**config.mk**
```make
export PLATFORM = sky130hd
export DESIGN_NAME = karatsuba_mul32_seq
export DESIGN_NICKNAME = d
export VERILOG_FILES = /design/src/rtl/karatsuba_mul32_seq.sv
export SDC_FILE = /design/constraint.sdc
export NUM_CORES = 1
export LEC_CHECK = 0
export BUFFER_PORTS_ARGS = -buffer_cell sky130_fd_sc_hd__buf_4
export CAP_MARGIN = 10
export CORE_AREA = 2 2 152 154
export CTS_CLUSTER_SIZE = 28
export DETAILED_ROUTE_END_ITERATION = 16
export DIE_AREA = 0 0 154 156
export PLACE_DENSITY = 0.81
export SYNTH_ARGS = -nofsm -noshare
export SYNTH_HDL_FRONTEND = slang
export SYNTH_SLANG_ARGS = --single-unit
```
**constraint.sdc**
```tcl
create_clock -name clk -period 2.8 [get_ports clk]
set_input_delay 0.56 -clock clk [delete_from_list [all_inputs] [get_ports clk]]
set_output_delay 0.56 -clock clk [all_outputs]
set_load 0.005 [all_outputs]
```
**src/rtl/karatsuba_mul32_seq.sv**
```systemverilog
// Sequenced 32x32 carry-less multiplier: one shared 16x16 Karatsuba core reused over three cycles.
// Optional accumulate-and-clear mode is enabled by defining KMUL_ACCUM_EN.

module karasubapoly_16 (
    input  logic [15:0] a,
    input  logic [15:0] b,
    output logic [30:0] p
);
    localparam int unsigned Q = 8;
    localparam int unsigned QP = 2 * Q - 1;
    localparam int unsigned PW = 31;

    function automatic logic [QP-1:0] clmul8(input logic [Q-1:0] x, input logic [Q-1:0] y);
        logic [QP-1:0] r;
        r = '0;
        for (int i = 0; i < int'(Q); i++) begin
            if (y[i]) r = r ^ (QP'(x) << i);
        end
        return r;
    endfunction

    logic [QP-1:0] p_hi;
    logic [QP-1:0] p_lo;
    logic [QP-1:0] p_md;

    // One Karatsuba level over 8-bit schoolbook partial products
    always_comb begin
        p_hi = clmul8(a[15:8], b[15:8]);
        p_lo = clmul8(a[7:0], b[7:0]);
        p_md = clmul8(a[15:8] ^ a[7:0], b[15:8] ^ b[7:0]);
        p    = (PW'(p_hi) << 16) ^ (PW'(p_hi ^ p_lo ^ p_md) << 8) ^ PW'(p_lo);
    end
endmodule

module karatsuba_mul32_seq (
    input  logic        clk,
    input  logic        rst,
    input  logic        in_valid,
    output logic        in_ready,
    input  logic [31:0] in_a,
    input  logic [31:0] in_b,
`ifdef KMUL_ACCUM_EN
    input  logic        in_clr,
`endif
    output logic        out_valid,
    input  logic        out_ready,
    output logic [62:0] out_data
);
    localparam int unsigned HALF  = 16;
    localparam int unsigned WIDTH = 2 * HALF;
    localparam int unsigned PHW   = 2 * HALF - 1;
    localparam int unsigned RW    = 2 * WIDTH - 1;

    typedef enum logic [2:0] {
        S_IDLE,
        S_MUL_HH,
        S_MUL_LL,
        S_MUL_MID,
        S_DONE
    } state_t;

    state_t            state;
    state_t            state_nxt;
    logic [WIDTH-1:0]  a_q;
    logic [WIDTH-1:0]  b_q;
    logic [PHW-1:0]    p_hh_q;
    logic [PHW-1:0]    p_ll_q;
    logic [HALF-1:0]   mul_a;
    logic [HALF-1:0]   mul_b;
    logic [PHW-1:0]    mul_p;
    logic [PHW-1:0]    mid;
    logic [RW-1:0]     result;
`ifdef KMUL_ACCUM_EN
    logic              clr_q;
    logic [RW-1:0]     acc_q;
`endif

    karasubapoly_16 u_mul (
        .a (mul_a),
        .b (mul_b),
        .p (mul_p)
    );

    // Next state and shared-multiplier operand mux; idle/done hold operands at zero
    always_comb begin
        state_nxt = state;
        mul_a     = '0;
        mul_b     = '0;
        case (state)
            S_IDLE: begin
                if (in_valid) state_nxt = S_MUL_HH;
            end
            S_MUL_HH: begin
                mul_a     = a_q[WIDTH-1:HALF];
                mul_b     = b_q[WIDTH-1:HALF];
                state_nxt = S_MUL_LL;
            end
            S_MUL_LL: begin
                mul_a     = a_q[HALF-1:0];
                mul_b     = b_q[HALF-1:0];
                state_nxt = S_MUL_MID;
            end
            S_MUL_MID: begin
                mul_a     = a_q[WIDTH-1:HALF] ^ a_q[HALF-1:0];
                mul_b     = b_q[WIDTH-1:HALF] ^ b_q[HALF-1:0];
                state_nxt = S_DONE;
            end
            S_DONE: begin
                if (out_ready) state_nxt = S_IDLE;
            end
            default: state_nxt = S_IDLE;
        endcase
        // P_mid is the live multiplier output during MUL_MID; it lands directly in out_data
        mid    = p_hh_q ^ p_ll_q ^ mul_p;
        result = (RW'(p_hh_q) << WIDTH) ^ (RW'(mid) << HALF) ^ RW'(p_ll_q);
    end

    always_ff @(posedge clk) begin
        if (rst) begin
            state     <= S_IDLE;
            in_ready  <= 1'b1;
            out_valid <= 1'b0;
            out_data  <= '0;
            a_q       <= '0;
            b_q       <= '0;
            p_hh_q    <= '0;
            p_ll_q    <= '0;
`ifdef KMUL_ACCUM_EN
            clr_q     <= 1'b0;
            acc_q     <= '0;
`endif
        end else begin
            state     <= state_nxt;
            in_ready  <= (state_nxt == S_IDLE);
            out_valid <= (state_nxt == S_DONE);
            case (state)
                S_IDLE: begin
                    if (in_valid) begin
                        a_q   <= in_a;
                        b_q   <= in_b;
`ifdef KMUL_ACCUM_EN
                        clr_q <= in_clr;
`endif
                    end
                end
                S_MUL_HH: p_hh_q <= mul_p;
                S_MUL_LL: p_ll_q <= mul_p;
                S_MUL_MID: begin
`ifdef KMUL_ACCUM_EN
                    out_data <= result ^ (clr_q ? '0 : acc_q);
`else
                    out_data <= result;
`endif
                end
                S_DONE: begin
`ifdef KMUL_ACCUM_EN
                    // Accumulator only advances when the consumer actually takes the result
                    if (out_ready) acc_q <= out_data;
`endif
                end
                default: ;
            endcase
        end
    end
endmodule

```
Word level (Yosys, flattened, before mapping):

Index checks and enable logic that the tools add are counted.

* equality and inequality tests: 5
* reductions and logical operators: 3
* muxes and demuxes: 29
* bitwise gates (word level): 33

Operator list (number)
* $mux W15: 21
* $pmux W16 S3: 2
* $xor A31 B31 Y31: 3
* $xor A63 B31 Y63: 1
* $xor A63 B47 Y63: 1
* $xor A15 B15 Y15: 4
* $xor A15 B10 Y15: 3
* $xor A15 B11 Y15: 3
* $xor A15 B12 Y15: 3
* $xor A15 B13 Y15: 3
* $xor A15 B14 Y15: 3
* $xor A15 B9 Y15: 3
* $xor A16 B16 Y16: 2
* $xor A31 B15 Y31: 1
* $mux W8: 3
* $xor A23 B15 Y23: 1
* $xor A8 B8 Y8: 2
* $pmux W3 S5: 1
* $eq A3 B2 Y1 const B: 2
* $eq A3 B3 Y1 const B: 2
* $logic_not A3 Y1: 2
* $mux W3: 2
* $eq A3 B1 Y1 const B: 1
* $reduce_and A2 Y1: 1

* word-level logic and storage cells: 78
* register bits after elaboration: 194
* output and inout port bits: 65
* bits of input ports: 68

Longest topological paths before layout:

* depth in word-level cells: 24
* gate-level depth with buffers: 12

Modules after synthesis:

A second synthesis with hierarchy kept.

* cells, all modules: 1453
* area total of the unflattened synthesis: 11079.4 um^2

By module, submodules not included
* karatsuba_mul32_seq: instances 1, area each 8017.7 um^2, cells an instance 1028
* karasubapoly_16: instances 1, area each 3061.7 um^2, cells an instance 425

Least setup slack after synthesis:

Ideal clock, no wire load.

* path type: register to register
* from: register state[0]
* to: register p_hh_q[16]
* data required time: 2.721 ns
* period minus slack after synthesis: 2.854 ns
* path buffers: 1
* arrival time: 2.774 ns
* stages on the path, launching flop included: 10
* slack: -0.054 ns
* cell sequence: dfxtp_1 buf_6 nand2_4 xor2_4 or3b_2 xnor3_1 xnor3_1 xor2_1 xnor3_1 a211oi_2

* word-level cells in the longest chain between the ends: 20
* elaborated cells on any way between the ends: 54
* those cells by class: 3 x eq/ne; 24 x mux; 27 x bitwise

Ends and longest elaborated chain
* from (decl): line 62 `state_t state;`
* from (signal assigned): line 133 `state <= state_nxt;`
* $eq A3 B2 Y1 / $eq A3 B1 Y1 (equally long branches): line 89, 136
* $pmux W16 S3: line 89 `case (state)`
* $xor A15 B9 Y15 / $xor A8 B8 Y8 (equally long branches): line 17, 30
* $mux W15 / $xor A15 B9 Y15 (equally long branches): line 17 `if (y[i]) r = r ^ (QP'(x) << i);`
* $xor A15 B10 Y15 / $mux W15 (equally long branches): line 17
* $mux W15 / $xor A15 B10 Y15 (equally long branches): line 17
* $xor A15 B11 Y15 / $mux W15 (equally long branches): line 17
* $mux W15 / $xor A15 B11 Y15 (equally long branches): line 17
* (+4 left out)
* $xor A15 B14 Y15 / $mux W15 (equally long branches): line 17
* $mux W15 / $xor A15 B14 Y15 (equally long branches): line 17
* $xor A15 B15 Y15 / $mux W15 (equally long branches): line 17
* $mux W15 / $xor A15 B15 Y15 (equally long branches): line 17
* $xor A15 B15 Y15 / $mux W15 (equally long branches): line 31, 17
* $xor A23 B15 Y23: line 31 `p = (PW'(p_hi) << 16) ^ (PW'(p_hi ^ p_lo ^ p_md) << 8) ^ PW'(p_lo);`
* $xor A31 B31 Y31: line 31
* $xor A31 B15 Y31: line 31
* to (signal assigned): line 146 `S_MUL_HH: p_hh_q <= mul_p;`
* to (decl): line 66 `logic [PHW-1:0] p_hh_q;`

Several ways; a longest one is shown, not always the timed one.
A chain may end at the register's enable or synchronous reset.

Worst setup path after layout:

* from: register state[1]
* to: register p_hh_q[18]

* word-level cells in the longest chain between the ends: 19
* elaborated cells on any way between the ends: 52
* those cells by class: 3 x eq/ne; 24 x mux; 25 x bitwise

Ends and longest elaborated chain (line)
* $eq A3 B2 Y1 / $eq A3 B1 Y1 (equally long branches): 89, 136
* $pmux W16 S3: 89
* $mux W8 (tied with other cells): 17
* $xor A15 B9 Y15 (tied with other cells): 17
* $mux W15 / $xor A15 B10 Y15 (equally long branches): 17
* $xor A15 B10 Y15 (tied with other cells): 17
* $mux W15 / $xor A15 B11 Y15 (equally long branches): 17
* $xor A15 B11 Y15 (tied with other cells): 17
* (+3 left out)
* $xor A15 B13 Y15 (tied with other cells): 17
* $mux W15 / $xor A15 B14 Y15 (equally long branches): 17
* $xor A15 B14 Y15 (tied with other cells): 17
* $mux W15 / $xor A15 B15 Y15 (equally long branches): 17
* $xor A15 B15 Y15 (tied with other cells): 17
* $mux W15 / $xor A23 B15 Y23 (equally long branches): 17, 31
* $xor A31 B31 Y31: 31
* $xor A31 B15 Y31: 31

Several ways; a longest one is shown, not always the timed one.

==> flow_metrics.tcl <==
set metrics [dict create \
    seq_area_um2 3890 \
    drv_slew 0 \
    worstHoldStart "in_a[10]" \
    stdcell_area_um2 16200 \
    crit_path_frequent_cell "xnor3_2" \
    worstMarginPinSlew_ns 0.877 \
    rr_worst_depth 10 \
    dp.final_hpwl_mm 25.4 \
    ys.flop_type "dfxtp_1" \
    io-pin-count 133 \
    r2r-end "p_hh_q[18]" \
    grt_pass1_vias 10700 \
    finalCritPeriodShare_pct 103 \
    hold_viol 0 \
    worstSetupPathType "flip-flop to flip-flop" \
    gp_congestion 0.960 \
    core_um2 22400 \
    fin_hold_ws_ns 0.345 \
    cts_buffers 17 \
    grt_start_max_net_pins 195 \
    critPathTopFamily "XOR/XNOR gates" \
    gr-total-overflow 0 \
    cp_num_buf_inv 2 \
    clock_skew_ns 0.0195 \
    ys_ff_latch 194 \
    path_clk_slew_ns 0.09 \
    cap_viol_max_count 0 \
    n_fill_cell 1568 \
    drt-initial-drc-count 960 \
    crit_slowest_cell "xnor3_2" \
    cts_hold_buf 0 \
    routed_wl_mm 37.2 \
    start_util_pct 52.9 \
    final-setup-viol-count 27 \
    yosys.area.top_type "dfxtp_1" \
    min-delay-path-class "input pin to flip-flop" \
    critical_path_arrival_ns 3.25 \
    rsz0062_at_grt "yes" \
    via_per_inst 5.64 \
    hold_end "a_q[10]" \
    postSynthCellCount 1406 \
    clock_sinks 194 \
    violations "setup timing" \
    max_slew_margin_pct 41.5 \
    netlist_area_um2 11800 \
    nets 1764 \
    drive_gt1_share_pct 33.9 \
    crit_required_ns 3.17 \
    clock_path_buffers 2 \
    io_buffers 132 \
    status "finished with violations" \
    drt_first_pass_iters 6 \
    p_leak_uw 0.00639 \
    synth_cell_type_count 41 \
    critPathMaxStageDelay_ns 0.51 \
    p_per_area_nw_per_um2 461 \
    drc 0 \
    multiInputGateArea_um2 8170 \
    place_area_um2 14400 \
    yosysSeqAreaShare_pct 32.8 \
    r2r_start "state[1]" \
    synthArstFlopShare_pct 0 \
    area_growth_pct 36.9 \
    yosys_warnings 0 \
    peakVddDrop_uv 363 \
    vias 11200 \
    hold_path_depth 3 \
    crit_fanout 11 \
    syn_area_per_cell_um2 8.42 \
    synth_top_area_share_pct 32.8 \
    end_kind "flip-flop" \
    wl_per_cell_um 18.6 \
    die_x_um 154 \
    num_antenna_cells 0 \
    fp.dieH_um 156 \
    finalWorstSetupSlack_ns -0.0883 \
    clk_latency_ns 0.46 \
    syn-num-nets 1474 \
    rrSetupSlack_ns -0.09 \
    dieArea_um2 24000 \
    track_usage_pct 29.4 \
    htreeDepth 4 \
    clockRootBuffer "clkbuf_16" \
    startpoint_type "flip-flop" \
    period_minus_slack_ns 2.89 \
    fmax_ghz 0.346 \
    tritoncts "done" \
    postRouteAntennaNets 0 \
    crit_chain "buf_12, nand2_2, xor2_4, nor3b_4, buf_4, o22ai_1, xnor2_1, xnor3_2, xnor3_2, a211oi_2" \
    synth_edf_count 0 \
    antenna_found_initial 0 \
    synth_area_leaders "dfxtp_1, xnor2_1, nand2_1" \
    rows 55 \
    grt_pass1_wl_mm 55.8 \
]
==> cell type report <==
class	instances	share of cell area, %
repair buffers	364	19.3
well taps	285	2.20
inverters	2	0.0463
clock inverters	15	1.34
clock buffers	17	2.63
multi-input cells	1117	50.4
flip-flops and latches	194	24.0
==> tightest hold or removal path, delay by kind of cell <==
kind	cells	cell delay, ns
buffers and inverters	1	0.11
AND/OR/NAND/NOR	1	0.05
AO/OA/AOI/OAI	1	0.05
==> stage by stage <==
stage           TNS, ns  setup WS (ns)  total power, µW  instances  utilization, %
2_1_floorplan  -0.00196       -0.00196             4070       1406               -
3_3_place_gp      -2.51         -0.221             4590       1907            64.3
3_5_place_dp      -4.14         -0.288             4620       1907            64.3
4_1_cts          -0.668        -0.0524             7330       1961            69.2
5_1_grt           -5.01         -0.243             7720       1994            72.4
6_report          -1.03        -0.0883             7470       1994            72.4
==> worst max path at each step <==
stage                         from      endpoint  slack [ns]  depth (start not counted)
after detailed placement  state[1]    p_ll_q[16]       -0.29                          9
after floorplan           state[1]  out_data[31]      -0.002                         11
after global placement    state[1]    p_hh_q[16]       -0.22                          9
after CTS                 state[0]    p_ll_q[14]       -0.05                         10
final                     state[1]    p_hh_q[18]       -0.09                         10
after global routing      state[0]  out_data[31]       -0.24                         11
==> Yosys cell counts, types with 3 or more instances <==
cell	number
nand2_1	309
dfxtp_1	194
xnor2_1	135
a21oi_1	130
nand3_1	112
nor2_1	77
clkbuf_1	66
xor2_1	59
o22ai_1	51
a211oi_1	50
xnor3_1	30
nand2_2	19
nor3b_2	17
xor2_4	15
xor2_2	14
and2_1	12
nand2b_1	11
buf_2	10
nand3b_1	10
o211ai_1	10
o21ai_0	10
buf_1	9
nand2_4	9
and3_1	7
nor3_1	6
buf_6	4
nor3b_1	4
xnor2_2	4
nor3_2	3
nor3b_4	3
==> flip-flops by register name, summed over array words and instances (netlist names) <==
| signal | cells |
|---|---|
| out_data | 63 |
| a_q | 32 |
| b_q | 32 |
| p_hh_q | 31 |
| p_ll_q | 31 |
| state | 3 |
| in_ready | 1 |
| out_valid | 1 |
==> report_power, final <==
part / leakage (µW) / switching [µW] / internal, µW
clock: 0.000308 / 1400 / 1260
sequential: 0.00158 / 150 / 2930
combinational: 0.00450 / 925 / 800
==> placed cells by master, fill, tap and decap left out, types with 5 or more instances in the layout <==
cell type  instances
dfxtp_1          191
clkbuf_16         18
o22ai_1           45
xnor2_2           21
nand2_2           29
o21ai_0           10
buf_6             33
xor2_2            13
a211oi_1          42
buf_12            17
clkinv_8           5
inv_12             5
nand2_1          293
a211oi_2          10
and2_1            12
o211ai_1          10
xor2_1            54
buf_4            309
xnor2_1          114
nand2b_1          11
nand3_1          105
a21oi_1          130
xnor3_2           15
nor2_1            76
nor3b_2            9
nand2_4           14
nand3b_1          10
nor3b_4           14
nand3_2            6
xor2_4            21
xnor3_1           17
o22ai_2            6
==> per-layer routing <==
metal  up-vias  GRT usage (%)  routed length, µm
met1      5370           38.7              15400
li1       5314              -                  -
met5         -              0                  0
met4         0           11.2               1150
met3        92           4.44               2400
met2       467           49.1              18200
==> cells by family after synthesis <==
logic type | synth area share (%)
buffers and inverters | 3.67
AO/OA/AOI/OAI | 12.7
flip-flops | 32.8
AND/OR/NAND/NOR | 24.3
XOR/XNOR | 26.4
==> what timing repair did <==
| item | in CTS | in global routing |
|---|---|---|
| setup endpoints to repair | 36 | 46 |
| gates cloned | 2 | 1 |
| pin swaps | 40 | 45 |
| setup buffers | 21 | 34 |
| resized for setup | 50 | 99 |
(Power assumes the default switching activity.)
